<file path="src/rtl/phase_pkg.sv">
// Shared types and phase numbering for the LEGv8 phase sequencer.
package phase_pkg;

  typedef enum logic [2:0] {
    IDLE,
    RUN,
    STALL,
    HALT,
    PAUSE
  } state_t;

  localparam int PH_PC        = 0;
  localparam int PH_FETCH     = 1;
  localparam int PH_DECODE    = 2;
  localparam int PH_EXECUTE   = 3;
  localparam int PH_MEM_READ  = 4;
  localparam int PH_MEM_WRITE = 5;
  localparam int PH_REG_WRITE = 6;

endpackage

</file>
<file path="src/rtl/stall_watchdog.sv">
// Consecutive-stall counter; expired flags the cycle the limit is reached.
module stall_watchdog #(
  parameter int TIMEOUT = 64
) (
  input  logic clk,
  input  logic reset,
  input  logic clr,
  input  logic en,
  output logic expired
);

  localparam int CW = (TIMEOUT > 1) ? $clog2(TIMEOUT) : 1;

  logic [CW-1:0] cnt;

  generate
    if (TIMEOUT == 0) begin : g_off
      assign expired = 1'b0;
    end else begin : g_on
      assign expired = en && (cnt == CW'(TIMEOUT - 1));
    end
  endgenerate

  always_ff @(posedge clk or negedge reset) begin
    if (!reset) begin
      cnt <= '0;
    end else if (clr) begin
      cnt <= '0;
    end else if (en && !expired) begin
      cnt <= cnt + CW'(1);
    end
  end

endmodule

</file>
<file path="src/rtl/phase_sequencer.sv">
// One-hot phase sequencer for the nonpipelined LEGv8 datapath.
// Optional single-step pause: PHASE_SEQUENCER_SINGLE_STEP_EN.
module phase_sequencer
  import phase_pkg::*;
#(
  parameter int NUM_PHASES    = 7,
  parameter int STALL_PHASE   = PH_EXECUTE,
  parameter int MAX_INSTR     = 100,
  parameter int STALL_TIMEOUT = 64,
  parameter int COUNT_W       = 16,
  localparam int PW = (NUM_PHASES > 1) ? $clog2(NUM_PHASES) : 1
) (
  input  logic                  clk,
  input  logic                  reset,
  input  logic                  start,
  input  logic                  stall,
  input  logic                  halt_req,
`ifdef PHASE_SEQUENCER_SINGLE_STEP_EN
  input  logic                  step,
`endif
  output logic [NUM_PHASES-1:0] phase_en,
  output logic [PW-1:0]         phase_idx,
  output logic                  instr_done,
  output logic [COUNT_W-1:0]    instr_count,
  output logic                  running,
  output logic                  halted,
  output logic                  error
);

  localparam logic [PW-1:0] LAST = PW'(NUM_PHASES - 1);
  localparam logic [PW-1:0] SPH  = PW'(STALL_PHASE);
  localparam logic [PW-1:0] SNX  = PW'(STALL_PHASE + 1);
  localparam logic [NUM_PHASES-1:0] ONE = NUM_PHASES'(1);
  localparam logic [COUNT_W:0] MAX_L = (COUNT_W + 1)'(MAX_INSTR);

  state_t state;
  logic   halt_pend;
  logic   wd_en;
  logic   wd_clr;
  logic   wd_expired;

  logic [PW-1:0]      nxt_idx;
  logic [COUNT_W:0]   cnt_inc;
  logic [COUNT_W-1:0] cnt_sat;
  logic               at_last;
  logic               limit_hit;
  logic               halt_now;

  assign nxt_idx   = phase_idx + PW'(1);
  assign cnt_inc   = {1'b0, instr_count} + (COUNT_W + 1)'(1);
  assign cnt_sat   = (&instr_count) ? instr_count
                                    : cnt_inc[COUNT_W-1:0];
  assign at_last   = (phase_idx == LAST);
  assign limit_hit = (MAX_INSTR != 0) && (cnt_inc == MAX_L);
  assign halt_now  = limit_hit || halt_req || halt_pend;

  assign wd_en  = (state == STALL) && stall;
  assign wd_clr = !wd_en;

  stall_watchdog #(
    .TIMEOUT (STALL_TIMEOUT)
  ) u_wd (
    .clk     (clk),
    .reset   (reset),
    .clr     (wd_clr),
    .en      (wd_en),
    .expired (wd_expired)
  );

  always_ff @(posedge clk or negedge reset) begin
    if (!reset) begin
      state       <= IDLE;
      phase_en    <= '0;
      phase_idx   <= '0;
      instr_done  <= 1'b0;
      instr_count <= '0;
      running     <= 1'b0;
      halted      <= 1'b0;
      error       <= 1'b0;
      halt_pend   <= 1'b0;
    end else begin
      instr_done <= 1'b0;
      unique case (state)
        IDLE, HALT: begin
          if (start) begin
            state       <= RUN;
            phase_idx   <= '0;
            phase_en    <= ONE;
            instr_count <= '0;
            running     <= 1'b1;
            halted      <= 1'b0;
            error       <= 1'b0;
            halt_pend   <= 1'b0;
          end
        end
        RUN: begin
          if (halt_req) halt_pend <= 1'b1;
          if (at_last) begin
            instr_count <= cnt_sat;
            phase_idx   <= '0;
            if (halt_now) begin
              state    <= HALT;
              phase_en <= '0;
              running  <= 1'b0;
              halted   <= 1'b1;
            end else begin
`ifdef PHASE_SEQUENCER_SINGLE_STEP_EN
              state    <= PAUSE;
              phase_en <= '0;
              running  <= 1'b0;
`else
              phase_en <= ONE;
`endif
            end
          end else if (phase_idx == SPH && stall) begin
            state <= STALL;
          end else begin
            phase_idx  <= nxt_idx;
            phase_en   <= ONE << nxt_idx;
            instr_done <= (nxt_idx == LAST);
          end
        end
        STALL: begin
          if (halt_req) halt_pend <= 1'b1;
          if (!stall) begin
            state      <= RUN;
            phase_idx  <= SNX;
            phase_en   <= ONE << SNX;
            instr_done <= (SNX == LAST);
          end else if (wd_expired) begin
            state     <= HALT;
            phase_idx <= '0;
            phase_en  <= '0;
            running   <= 1'b0;
            halted    <= 1'b1;
            error     <= 1'b1;
          end
        end
`ifdef PHASE_SEQUENCER_SINGLE_STEP_EN
        PAUSE: begin
          if (step) begin
            state     <= RUN;
            phase_idx <= '0;
            phase_en  <= ONE;
            running   <= 1'b1;
          end
        end
`endif
        default: state <= IDLE;
      endcase
    end
  end

endmodule

</file>
<file path="config.mk">
export PLATFORM = sky130hd
export DESIGN_NAME = phase_sequencer
export DESIGN_NICKNAME = d
export VERILOG_FILES = /design/src/rtl/phase_pkg.sv /design/src/rtl/stall_watchdog.sv /design/src/rtl/phase_sequencer.sv
export SDC_FILE = /design/constraint.sdc
export NUM_CORES = 1
export LEC_CHECK = 0
export BUFFER_PORTS_ARGS = -buffer_cell sky130_fd_sc_hd__buf_2
export CORE_ASPECT_RATIO = 1.5
export CORE_MARGIN = 1.5
export CORE_UTILIZATION = 37
export DETAILED_ROUTE_END_ITERATION = 10
export GPL_ROUTABILITY_DRIVEN = 0
export PLACE_DENSITY = 0.6
export SKIP_CTS_REPAIR_TIMING = 1
export SLEW_MARGIN = 20
export SYNTH_ARGS = -nofsm -noshare
export SYNTH_HDL_FRONTEND = slang
export SYNTH_SLANG_ARGS = --single-unit
</file>
<file path="constraint.sdc">
create_clock -name clk -period 2.78 [get_ports clk]
set_input_delay 0.139 -clock clk [delete_from_list [all_inputs] [get_ports clk]]
set_output_delay 0.139 -clock clk [all_outputs]
set_load 0.1 [all_outputs]
</file>
Yosys cells after proc, flatten, opt, wreduce, memory -nomap -nowiden
Index checks and enable logic that the tools add are counted.
{"block": "totals", "reg_bits": 40, "out_inout_bits": 30}
{"block": "op_classes", "add_sub_neg": 3, "eq_ne": 20, "shift": 1, "n_mux": 44, "reduce_logical": 21}
{"operator": "$mux 16", "count": 3}
{"operator": "$mux 7", "count": 5}
{"operator": "$mux 3", "count": 11}
{"operator": "$pmux 16 s2", "count": 1}
{"operator": "$pmux 7 s3", "count": 1}
{"operator": "$pmux 3 s3", "count": 2}
{"operator": "$add 16x1->17 const B", "count": 1}
{"operator": "$eq 17x7->1 const B", "count": 1}
{"operator": "$reduce_and 16->1", "count": 1}
{"operator": "$reduce_and 4->1", "count": 4}
{"operator": "$mux 1", "count": 15}
{"operator": "$mux 6", "count": 2}
{"operator": "$ne 2x2->1 const B", "count": 6}
{"operator": "$eq 3x2->1 const B", "count": 3}
{"operator": "$ne 3x3->1 const B", "count": 3}
{"operator": "$shl 1x3->7 const A", "count": 1}
{"operator": "$add 6x1->6 const B", "count": 1}
{"operator": "$eq 3x3->1 const B", "count": 2}
{"operator": "$eq 6x6->1 const B", "count": 1}
{"operator": "$pmux 1 s3", "count": 2}
{"operator": "$reduce_and 6->1", "count": 1}
{"operator": "$reduce_bool 2->1", "count": 3}
{"operator": "$logic_and 1x1->1", "count": 4}
{"operator": "$ne 2x1->1 const B", "count": 2}
{"operator": "other kinds (10)", "count": 13}

Logic depth before layout (Yosys ltp)
{"block": "depth", "word_depth": 7, "ltp_mapped": 10, "mapped_depth_nobuf": 8}

By module
From an unflattened synthesis, not the netlist that was laid out.
{"block": "unflattened", "cells_unflattened": 302, "hier_area_um2": 2588.7}
{"mod": "phase_sequencer", "n_inst": 1, "cells_each": 260, "area_each_um2": 2214.6}
{"mod": "stall_watchdog", "n_inst": 1, "cells_each": 42, "area_each_um2": 374.1}

Worst setup path before layout
Ideal clock, no wire load.
{"block": "synth_path", "path_kind": "reg-to-reg", "start": "register instr_count[0]", "end": "register phase_en[0]", "arrival_ns": 2.767, "slack_ns": -0.108, "path_stages_with_launch": 8, "n_path_buf": 0, "period_less_slack_ns": 2.888, "path_cell_list": "dfrtp_1 > ha_1 > nand2_2 > nor4_2 > xor2_1 > a2111oi_4 > nand2_2 > a41o_1"}
{"block": "synth_via", "elab_chain_len": 7}
{"item": "from (decl)", "line_no": "phase_sequencer.sv:24", "text": "output logic [COUNT_W-1:0] instr_count,"}
{"item": "from (signal assigned)", "line_no": "phase_sequencer.sv:99", "text": "instr_count <= cnt_sat;"}
{"item": "$add 16x1->17", "line_no": "phase_sequencer.sv:50", "text": "assign cnt_inc = {1'b0, instr_count} + (COUNT_W + 1)'(1);"}
{"item": "$eq 17x7->1", "line_no": "phase_sequencer.sv:54", "text": "assign limit_hit = (MAX_INSTR != 0) && (cnt_inc == MAX_L);"}
{"item": "$logic_or 1x1->1 (2 in series)", "line_no": "phase_sequencer.sv:55", "text": "assign halt_now = limit_hit || halt_req || halt_pend;"}
{"item": "$mux 1", "line_no": "phase_sequencer.sv:101", "text": "if (halt_now) begin"}
{"item": "$mux 7", "line_no": "phase_sequencer.sv:98", "text": "if (at_last) begin"}
{"item": "$pmux 7 s3", "line_no": "phase_sequencer.sv:83", "text": "unique case (state)"}
{"item": "to (signal assigned)", "line_no": "phase_sequencer.sv:119", "text": "phase_en <= ONE << nxt_idx;"}
{"item": "to (signal assigned)", "line_no": "phase_sequencer.sv:128", "text": "phase_en <= ONE << SNX;"}
{"item": "to (decl)", "line_no": "phase_sequencer.sv:21", "text": "output logic [NUM_PHASES-1:0] phase_en,"}
No other way between the ends.
A chain may end at the register's enable or synchronous reset.

Worst setup path after layout
Same ends and word-level chain as after synthesis.

==> results.md <==
* Post-synth EDFFs at 0
* Initial antenna violation count at 0
* H-tree depth at 2
* Crit Reg-Reg Endpoint: phase_en[0]
* Share of cells above drive strength 1 at 0.237
* Fin cells at roughly 400
* Reg-to-reg startpoint: instr_count[0]
* Antenna diodes at 0
* Worst setup margin at 401 ps
* RSZ-0062 raised after global routing: false
* Cells after DPL at between 300 and 400
* Syn_area_per_cell at 9.03 um2
* Pwr Total at 2.41 mW
* LEAKAGE at 1.30 nW
* Total die area at 0.00753 mm2
* Main synth FF type: dfrtp_1
* First-pass GRT wire length at between 10,000 and 15,000 um
* R2R setup slack at between 400 and 500 ps
* Initial core utilization at 0.381
* Worst Path Arrival at about 2600 ps
* Fin util at 0.426
* Hold Vio Cnt, Final at 39
* Crit. End Element: flop
* Dpl ws at between 400 and 500 ps
* Failing checks: hold timing
* Status: complete, but fails checks
* Core area at about 0.0068 mm2
* Clock network fraction of total power at 0.156
* Vias at between 2k and 2.5k
* PD cells at 833 mW/mm2
* Sw power at around 1.2 mW
* Yosys reg bits at 39
* Required @ worst endpoint at 2970 ps
* Skew-Pair Late Insertion Delay at a little under 300 ps
* Final min period at about 2400 ps
* CTS tree: yes
* Total track usage at 0.181
* CTS sink count at 39
* R2r worst-path depth at 7
* Final instance area at 0.00290 mm2
* Synth Area in Adders at 0.0241
* Sequential Power Share at 0.303
* Total of max-cap violations at 0
* Post-DP HPWL at approximately 4700 um
* Die W at around 70 um
* Pre-antenna DRT Iters at 4
* Gr ovfl total at 0
* Post-synthesis mux area share at 0.0458
* Compound-Gate Fraction of Synth Area at 0.189
* Hold WS at -38.5 ps
* Fin nets at between 300 and 400
* WL per Instance at between 15 and 20 um
* Routed Antenna Nets at 0
* Die Y at 106 um
* Vias per inst at around 5.8
* Netlist Area Pre-Place at between 0.002 and 0.003 mm2
* Max transition margin at 0.404
* Io pins at 35
* Period utilization at 0.856
* Combinational power share at 0.541
* Worst-path fanout max at 8
* Layout area overhead at 11.8%
* Worst setup SP type: flop
* Final setup TNS at 0 ps
* Clock slew at reported path FFs at around 80 ps
* Clk buf depth at 2
* Largest net degree at the start of global routing at 40
* CTS Buf Count at 5
* Port Buffers at 34
* Iteration-0 DRC Markers at between 90 and 100
* Peak supply drop at slightly above 0.0004 V
* Commonest non-fill, non-tap cells in the layout: dfrtp_1, buf_2, nand2_1
* Vias in the first global route at approximately 2.3k
* Async set-reset flop share out of synthesis at 1.00
* # rows at 37
* Placed inst area at around 0.0028 mm2
* DR DRC count at 0
* Cells after synthesis at between 200 and 300
* Setup CP Type: flop to flop
* Actual slew at the worst max-slew pin at roughly 890 ps
* Sequential cell area fraction in the yosys report at 0.376
* Count of cell types in the netlist at 59
* Clk_skew at roughly 5.1 ps
* Final wirelength at roughly 6400 um
* Most common cell after layout, fill and taps aside: dfrtp_1
* Largest family of logic cells by synthesized area: simple AND/OR/NAND/NOR gates
* Max Clock Freq at about 0.42 GHz
* Sw frac at 0.499
* Final setup fails at 0
* XOR/XNOR Fraction of Synth Area at 0.0236
* Root Driver: clkbuf_8
* Internal at approximately 1.2 mW
* Yosys warnings at 0
* Syn_nets at 297
* Final Max Slew Viols at 0
* Synth Area in Simple Gates at 0.281
* Hold crit path type: primary input to async pin
## worst max-delay path: stages, from the launching register on
cell and delay [ps]:
dfrtp_2 430, ha_1 330, nand2_2 170, nor4_2 400, xor2_1 160, a2111oi_4 410
nand2_2 140, a41o_1 240
## logic make-up (layout without fill, tap and decap cells)
group	count (synthesis)	after routing
fa+ha+maj	5	5
xor+xnor	7	7
compound gates	71	71
flops	39	39
buf+inv	28	62
mux	11	11
simple gates	126	126
## flip-flops by register name (all words and copies together), names as in the netlist
signal / flops
instr_done: 1
state: 2
u_wd.cnt: 6
instr_count: 16
running: 1
error: 1
phase_en: 7
halted: 1
phase_idx: 3
halt_pend: 1
## cell usage after synthesis, types with 2 or more instances
cell      instances  area share
xor2_1            4       0.014
nor2b_1           7       0.017
o21ai_0          13       0.025
o41ai_1           2      0.0068
o31ai_1           8       0.023
and2_1            3      0.0072
xnor2_1           3       0.010
nor4_2            3       0.014
mux2_2            6       0.026
nor3b_1           5       0.014
nand3_1          15       0.029
nand2_1          26       0.038
a211o_1           3       0.010
inv_1            10       0.014
o211ai_1          3      0.0087
and3_1            5       0.012
nand2_2           2      0.0048
ha_1              5       0.024
nor3_1            5      0.0097
dfrtp_1          39        0.38
and3b_1           2      0.0068
a21oi_1          15       0.029
nand4_1           7       0.017
a41oi_1           2      0.0068
nand2b_1          7       0.017
buf_4             5       0.014
nor4_1            8       0.019
nor2_1           22       0.032
clkbuf_1          2      0.0029
o21ai_1          10       0.019
buf_6             3       0.013
buf_2             7       0.014
mux2i_1           4       0.015
## worst max path at each step
stage / startpoint / to / slack (ps) / cells after the start
6_report: instr_count[0] / phase_en[0] / 400 / 7
5_1_grt: instr_count[0] / instr_count[13] / 130 / 8
4_1_cts: instr_count[0] / phase_en[0] / 390 / 7
3_5_place_dp: instr_count[0] / phase_en[0] / 420 / 7
3_3_place_gp: instr_count[0] / phase_en[0] / 430 / 7
2_1_floorplan: instr_count[11] / phase_en[0] / 20 / 7
## final cells by class
| type | count | area, um2 |
|---|---|---|
| Clock buffer | 7 | 76.3 |
| Clock inverter | 1 | 5.00 |
| Fill cell | 690 | 3910 |
| Inverter | 11 | 41.3 |
| Multi-Input combinational cell | 220 | 1460 |
| Sequential cell | 39 | 980 |
| Tap cell | 78 | 97.6 |
| Timing Repair Buffer | 43 | 238 |
## power by group through the flow
stage / registers [mW] / logic [mW] / clock network (mW)
final: 0.731 / 1.31 / 0.377
after global routing: 0.744 / 1.40 / 0.418
after CTS: 0.730 / 1.31 / 0.393
after detailed placement: 0.742 / 1.31 / 0
after global placement: 0.740 / 1.30 / 0
after floorplan: 1.10 / 0.647 / 0
## per-layer routing
metal  wire length, um  vias up  part of all wire  track usage
li1                  -     1121                 -            -
met1              2640     1124              0.42        0.215
met2              3220       61              0.51        0.312
met3               248       20             0.039       0.0277
met4               248        0             0.039       0.0863
met5                 0        -                 0            0
(Power assumes the default switching activity.)
